<file path="src/rtl/alu_bit_serial_driver.sv">
// alu_bit_serial_driver: runs WIDTH-bit ops LSB-first through an external 1-bit ALU slice.
// Define ALU_SEQ_OVERFLOW_EN to add the signed-overflow output ovf.
module alu_bit_serial_driver #(
  parameter int WIDTH = 8
) (
  input  logic             clk,
  input  logic             rst_n,
  input  logic             start,
  output logic             ready,
  input  logic [1:0]       op,
  input  logic             ena,
  input  logic             enb,
  input  logic             inva,
  input  logic [WIDTH-1:0] a,
  input  logic [WIDTH-1:0] b,
  input  logic             cin,
  output logic [WIDTH-1:0] result,
  output logic             cout,
  output logic             done,
  output logic             s_a,
  output logic             s_b,
  output logic             s_ena,
  output logic             s_enb,
  output logic             s_inva,
  output logic             s_f0,
  output logic             s_f1,
  output logic             s_cin,
  input  logic             s_out,
  input  logic             s_cout
`ifdef ALU_SEQ_OVERFLOW_EN
  ,
  output logic             ovf
`endif
);

  localparam int CW = $clog2(WIDTH);
  localparam logic [CW-1:0] LAST = CW'(WIDTH - 1);

  typedef enum logic [1:0] {
    IDLE,
    RUN,
    DONE
  } state_t;

  state_t state, state_n;

  logic [WIDTH-1:0] sh_a;
  logic [WIDTH-1:0] sh_b;
  logic [WIDTH-1:0] res;
  logic [1:0]       op_q;
  logic             ena_q;
  logic             enb_q;
  logic             inva_q;
  logic             carry_reg;
  logic             cout_q;
  logic [CW-1:0]    cnt;

  logic accept;
  logic run;
  logic add_q;
  logic last;

  assign accept = (state == IDLE) && start;
  assign run    = (state == RUN);
  assign add_q  = (op_q == 2'b11);
  assign last   = (cnt == LAST);

  always_ff @(posedge clk or negedge rst_n) begin
    if (!rst_n) begin
      state <= IDLE;
    end else begin
      state <= state_n;
    end
  end

  always_comb begin
    state_n = state;
    unique case (state)
      IDLE:    if (start) state_n = RUN;
      RUN:     if (last) state_n = DONE;
      DONE:    state_n = IDLE;
      default: state_n = IDLE;
    endcase
  end

  always_ff @(posedge clk or negedge rst_n) begin
    if (!rst_n) begin
      sh_a      <= '0;
      sh_b      <= '0;
      res       <= '0;
      op_q      <= 2'b00;
      ena_q     <= 1'b0;
      enb_q     <= 1'b0;
      inva_q    <= 1'b0;
      carry_reg <= 1'b0;
      cout_q    <= 1'b0;
      cnt       <= '0;
    end else if (accept) begin
      sh_a      <= a;
      sh_b      <= b;
      res       <= '0;
      op_q      <= op;
      ena_q     <= ena;
      enb_q     <= enb;
      inva_q    <= inva;
      carry_reg <= (op == 2'b11) & cin;
      cout_q    <= 1'b0;
      cnt       <= '0;
    end else if (run) begin
      res       <= {s_out, res[WIDTH-1:1]};
      sh_a      <= {1'b0, sh_a[WIDTH-1:1]};
      sh_b      <= {1'b0, sh_b[WIDTH-1:1]};
      carry_reg <= add_q & s_cout;
      cnt       <= cnt + 1'b1;
      // final carry is latched here so it holds past DONE
      if (last) cout_q <= add_q & s_cout;
    end
  end

`ifdef ALU_SEQ_OVERFLOW_EN
  logic ovf_q;

  // carry_reg on the last RUN edge is the carry into the MSB
  always_ff @(posedge clk or negedge rst_n) begin
    if (!rst_n) begin
      ovf_q <= 1'b0;
    end else if (accept) begin
      ovf_q <= 1'b0;
    end else if (run && last) begin
      ovf_q <= add_q & (carry_reg ^ s_cout);
    end
  end

  assign ovf = ovf_q;
`endif

  assign ready  = (state == IDLE);
  assign done   = (state == DONE);
  assign result = res;
  assign cout   = cout_q;

  assign s_a    = run & sh_a[0];
  assign s_b    = run & sh_b[0];
  assign s_ena  = run & ena_q;
  assign s_enb  = run & enb_q;
  assign s_inva = run & inva_q;
  assign s_f0   = run & op_q[0];
  assign s_f1   = run & op_q[1];
  assign s_cin  = run & carry_reg;

endmodule

</file>
<file path="config.mk">
export PLATFORM = sky130hd
export DESIGN_NAME = alu_bit_serial_driver
export DESIGN_NICKNAME = d
export VERILOG_FILES = /design/src/rtl/alu_bit_serial_driver.sv
export SDC_FILE = /design/constraint.sdc
export NUM_CORES = 1
export LEC_CHECK = 0
export ABC_AREA = 1
export CAP_MARGIN = 15
export CELL_PAD_IN_SITES_DETAIL_PLACEMENT = 2
export CELL_PAD_IN_SITES_GLOBAL_PLACEMENT = 2
export CORE_MARGIN = 5
export CORE_UTILIZATION = 24
export CTS_CLUSTER_SIZE = 25
export DETAILED_ROUTE_END_ITERATION = 10
export PLACE_DENSITY = 0.87
export SLEW_MARGIN = 0
export SYNTH_ARGS = -nofsm -noshare
export SYNTH_HDL_FRONTEND = slang
export SYNTH_SLANG_ARGS = --single-unit
</file>
<file path="constraint.sdc">
create_clock -name clk -period 1.2 [get_ports clk]
set_clock_uncertainty 0.1 [all_clocks]
set_input_delay 0.24 -clock clk [delete_from_list [all_inputs] [get_ports clk]]
set_output_delay 0.24 -clock clk [all_outputs]
set_load 0.005 [all_outputs]
</file>
==> metrics.csv, run 1 <==
metric,value,unit
ioPinCount,46,
antenna_found_initial,0,
mostFrequentLayoutCells,"nand2_1, dfrtp_1, nand2_2, clkdlybuf4s50_1, buf_4",
p_leak,1.437,nW
hold_viol_final,0,
drc,0,
grt_pass1_wl,10340,um
io_buffer_count,45,
die_w,93.71,um
die_h,93.71,um
clkSinkCount,36,
routed_wl,6508,um
yosysSeqAreaShare,0.5357,
min_period,1.694,ns
setup_viol,46,
critPathKind,register to output pin,
drtIter0Drc,27,
yosys.cell_types.count,19,
cts-root-buf,clkbuf_8,
power_density,2226,nW/um2
pre_cts_slack,-0.3993,ns
num-nets-final,324,
peakVddDrop,0.6918,mV
grt_use_total,0.1563,
relSlewSlack,0.7286,
final_common_cell,nand2_1,
holdCritPathClass,input port to asynchronous set/reset pin,
status,"complete, but fails checks",
synthCells,214,
syn_avg_cell_area,7.858,um2
clk_pin_slew,0.07,ns
htreeDepth,2,
fin_util,0.4070,
path_max_fanout,9,
yosysWarnings,0,
coreArea,6794,um2
ys_top_cells_by_area,"dfrtp_1, nand2_1, nand3b_1",
fmax,590.4,MHz
timing.final.ws_setup,-0.4936,ns
area_delta_synth_final,64.43,%
routabilityCongestion,0.7482,
grt_max_degree,37,
viasPerCell,4.396,
syn-num-nets,243,
antennaDiodeCount,0,
globalRoute.totalOverflow,0,
num_rows,30,
insertion_delay,0.30,ns
clk_path_buf_depth,2,
drtAntennaViolNets,0,
drive_gt1_frac,0.3695,
required,0.86,ns
yosysTopAreaCellShare,0.5357,
avgRoutedWirePerCell,16.64,um
synth_top_cell_by_area,dfrtp_1,
first_pass_iters,4,
num_vias,1719,
rsz0062_at_grt,true,
worstPathArrival,1.35,ns
grt_pass1_vias,1943,
start_kind,register,
violations,setup timing,
end_kind,output pin,
start_util,0.2475,
cts_tree,built,
hpwl,3741,um
syn_area,1682,um2
drv_slew,0,
period_share,1.411,
yosys_register_bits,36,
max_cap_violations,0,
die-area,8781,um2
numCtsBuffers,5,
worst_pin_slew,0.4058,ns
stage by stage:
| stage | std cells | setup TNS (ns) | hold WS, ns | cell area [um2] | power [mW] |
|---|---|---|---|---|---|
| 4_1_cts | 390 | -10.61 | 0.3414 | 2731 | 6.004 |
| 3_3_place_gp | 372 | -13.25 | 0.1216 | 2411 | 4.480 |
| 6_report | 391 | -12.36 | 0.3311 | 2765 | 6.157 |
| 3_5_place_dp | 372 | -15.03 | 0.1240 | 2411 | 4.633 |
| 5_1_grt | 391 | -15.71 | 0.3670 | 2765 | 6.592 |
| 2_1_floorplan | 214 | 0 | -0.1556 | 1687 | 3.186 |
per-layer routing:
layer,wire length (um),global-route usage,vias to the layer above
met3,199,0.03526,10
met2,3349,0.2726,37
met1,2823,0.1890,859
met4,136,0.05174,0
met5,0,0,-
li1,-,-,813
critical path, cell delays in order (launching register included):
cell and delay [ns]:
dfrtp_1 0.38, buf_4 0.14, nor2_4 0.17, inv_6 0.08, nor2_2 0.08, clkdlybuf4s15_2 0.20
repair_timing:
item,in CTS,in global routing
resized for setup,131,12
setup buffers,7,2
endpoints found under the setup margin,55,47
gates cloned,4,0
hold buffers,1,0
pin swaps,15,1
endpoints found under the hold margin,36,0
final timing paths:
| check | start | to | slack (ns) | depth (start not counted) |
|---|---|---|---|---|
| worst max-delay path | state[1] | s_inva | -0.49 | 5 |
| worst min-delay path | rst_n | sh_b[7] | 0.33 | 3 |
| worst max register to register | state[1] | sh_b[1] | -0.39 | 7 |
| worst min register to register | result[0] | result[0] | 0.39 | 2 |
| max in group asynchronous | rst_n | sh_b[4] | 0.48 | 3 |
| min in group clk | result[0] | result[0] | 0.39 | 2 |
cell type report:
cell class	count	area, um2
sequential	36	900.9
inverter	16	77.57
timing repair buffer	82	757.0
multi-input combinational	153	802.0
tap	96	120.1
fill	764	4029
timing repair inverter	1	11.26
clock buffer	7	96.34
cells by family (layout without fill, tap and decap cells):
family,Yosys count,in the layout,share of synthesized area
flops,36,36,0.5357
buf+inv,25,106,0.06697
simple gates,143,143,0.3586
compound gates,8,8,0.02380
fa+ha+maj,2,2,0.01488
Yosys cell counts, drive strengths merged:
library cell,instances
a21oi,1
buf,7
clkbuf,2
dfrtp,36
ha,2
inv,16
nand2,112
nand2b,1
nand3,6
nand3b,11
nand4,1
nor2,12
o21ai,7
where the power goes:
part	leakage (nW)	switching [mW]	internal, mW
registers	0.458	0.296	1.71
logic	0.928	1.68	1.51
clock network	0.0503	0.450	0.512
No activity file was read; power rests on OpenSTA's default activity.
==> inputs of run 2 (changes only) <==
==> constraint.sdc (replaced) <==
create_clock -name clk -period 1.2 [get_ports clk]
set_clock_uncertainty 0.1 [all_clocks]
set_input_delay 0.36 -clock clk [delete_from_list [all_inputs] [get_ports clk]]
set_output_delay 0.36 -clock clk [all_outputs]
set_load 0.005 [all_outputs]
==> run 2 against run 1 <==
  * The run still ends with setup timing left
  * Sequential power hardly changed
  * Setup slack better by 0.038 ns
  * Utilization stayed put
  * First-iteration DRC count is 120% higher
  * Combinational power hardly changed
  * Clock power is 13% higher
  * Critical path type unchanged
  * Largest cell class unchanged
  * Highest routed layer unchanged
==> metrics.csv, run 2 (synthesis results as in run 1) <==
metric,value,unit
numCtsBuffers,5,
io_buffer_count,45,
rsz0062_at_grt,true,
area_delta_synth_final,64.43,%
drive_gt1_frac,0.3444,
fmax,604.0,MHz
p_leak,1.463,nW
antennaDiodeCount,0,
die_w,93.71,um
start_kind,register,
path_max_fanout,9,
crit_chain,"nor2_4, inv_4, nor2_1, buf_2",
crit_buf_inv,2,
power,6.287,mW
timing.final.ws_setup,-0.4555,ns
num-nets-final,330,
crit_family,flip-flops,
routed_wl,6761,um
num_rows,30,
htreeDepth,2,
start_util,0.2475,
r2r_start,state[1],
worstPathArrival,1.20,ns
period_share,1.380,
clkSinkCount,36,
grt_pass1_wl,10630,um
cts-root-buf,clkbuf_8,
viasPerCell,4.405,
first_pass_iters,4,
final_common_cell,nand2_1,
num_vias,1753,
clk_pin_slew,0.08,ns
die-area,8781,um2
grt_max_degree,28,
globalRoute.totalOverflow,0,
drtIter0Drc,60,
pre_cts_slack,-0.5420,ns
routabilityCongestion,0.7192,
peakVddDrop,1.252,mV
r2r_end,cout,
max_cap_violations,0,
drc,0,
seq_area,902.1,um2
grt_pass1_vias,1976,
hpwl,3969,um
status,"complete, but fails checks",
grt_use_total,0.1587,
violations,setup timing,
reg2reg_slack,-0.35,ns
cts_tree,built,
drtAntennaViolNets,0,
rr_worst_depth,6,
critPathKind,register to output pin,
fill_cells,758,
startpoint,state[1],
antenna_found_initial,0,
power_density,2274,nW/um2
avgRoutedWirePerCell,16.99,um
crit_path_top_delay_cell,dfrtp_2,
die_h,93.71,um
relSlewSlack,0.7227,
required,0.74,ns
coreArea,6794,um2
min_period,1.656,ns
holdCritPathClass,input port to asynchronous set/reset pin,
drv_slew,0,
worst_pin_slew,0.4159,ns
mostFrequentLayoutCells,"nand2_1, dfrtp_1, buf_4, clkdlybuf4s50_1, buf_2",
clk_path_buf_depth,2,
setup_viol,55,
critical_path.max_stage_delay,0.45,ns
end_kind,output pin,
hold_viol_final,0,
ioPinCount,46,
insertion_delay,0.30,ns
multi_input_area,782.0,um2
==> run 2: cell count changes in the layout (fill, tap and decap cells not counted), moves of 3 or more <==
cell / delta
buf_2: +5
clkdlybuf4s15_2: -3
nand2_1: +10
nand2_2: -11
buf_4: +8
==> run 2: timing repair <==
action / 4_1_cts / 5_1_grt
pin swaps: 2 / 6
endpoints found under the setup margin: 55 / 55
hold buffers: 1 / 0
hold endpoints to repair: 9 / 0
gates cloned: 4 / 0
gates resized for setup: 113 / 24
buffers inserted: 11 / 8
==> run 2: cell type report <==
class | instances | area share
timing repair inverter | 1 | 0.005882
timing repair buffer | 88 | 0.2765
clock inverter | 2 | 0.01267
tap | 96 | 0.04344
sequential | 36 | 0.3262
clock buffer | 6 | 0.02624
multi-input combinational | 153 | 0.2828
inverter | 16 | 0.02624
==> run 2: worst reg2reg max path, delay by kind of cell (launching register included) <==
family | cells | cell delay, ns
AND/OR/NAND/NOR | 4 | 0.55
buffers and inverters | 2 | 0.38
flip-flops | 1 | 0.45
==> run 2: power breakdown <==
| part | total, mW | switching (mW) | internal [mW] |
|---|---|---|---|
| clock network | 1.09 | 0.474 | 0.617 |
| registers | 2.02 | 0.307 | 1.71 |
| logic | 3.18 | 1.69 | 1.49 |
| total | 6.29 | 2.47 | 3.82 |
==> run 2: how the worst max path moves through the flow <==
stage	to	slack, ns	cells after the start
2_1_floorplan	s_a	-0.07	3
3_3_place_gp	s_a	-0.47	4
3_5_place_dp	s_inva	-0.54	4
4_1_cts	s_a	-0.42	5
5_1_grt	s_f0	-0.54	5
6_report	s_cin	-0.46	4
==> run 2: metal layers <==
layer	wire, um	vias to the layer above	global-route usage
met4	114	0	0.04934
met5	0	-	0
li1	-	826	-
met1	2812	883	0.1835
met2	3568	36	0.2898
met3	265	8	0.03365
==> run 2: per-stage QoR <==
step | hold WS (ns) | cell area (um2) | TNS, ns | std cells | util
after global placement | 0.1467 | 2381 | -19.39 | 368 | 0.3505
after detailed placement | 0.1583 | 2381 | -22.31 | 368 | 0.3505
final | 0.3790 | 2765 | -12.99 | 398 | 0.4070
after floorplan | -0.03559 | 1689 | -0.6594 | 214 | -
after CTS | 0.3846 | 2640 | -10.70 | 391 | 0.3886
after global routing | 0.4045 | 2765 | -16.51 | 398 | 0.4070
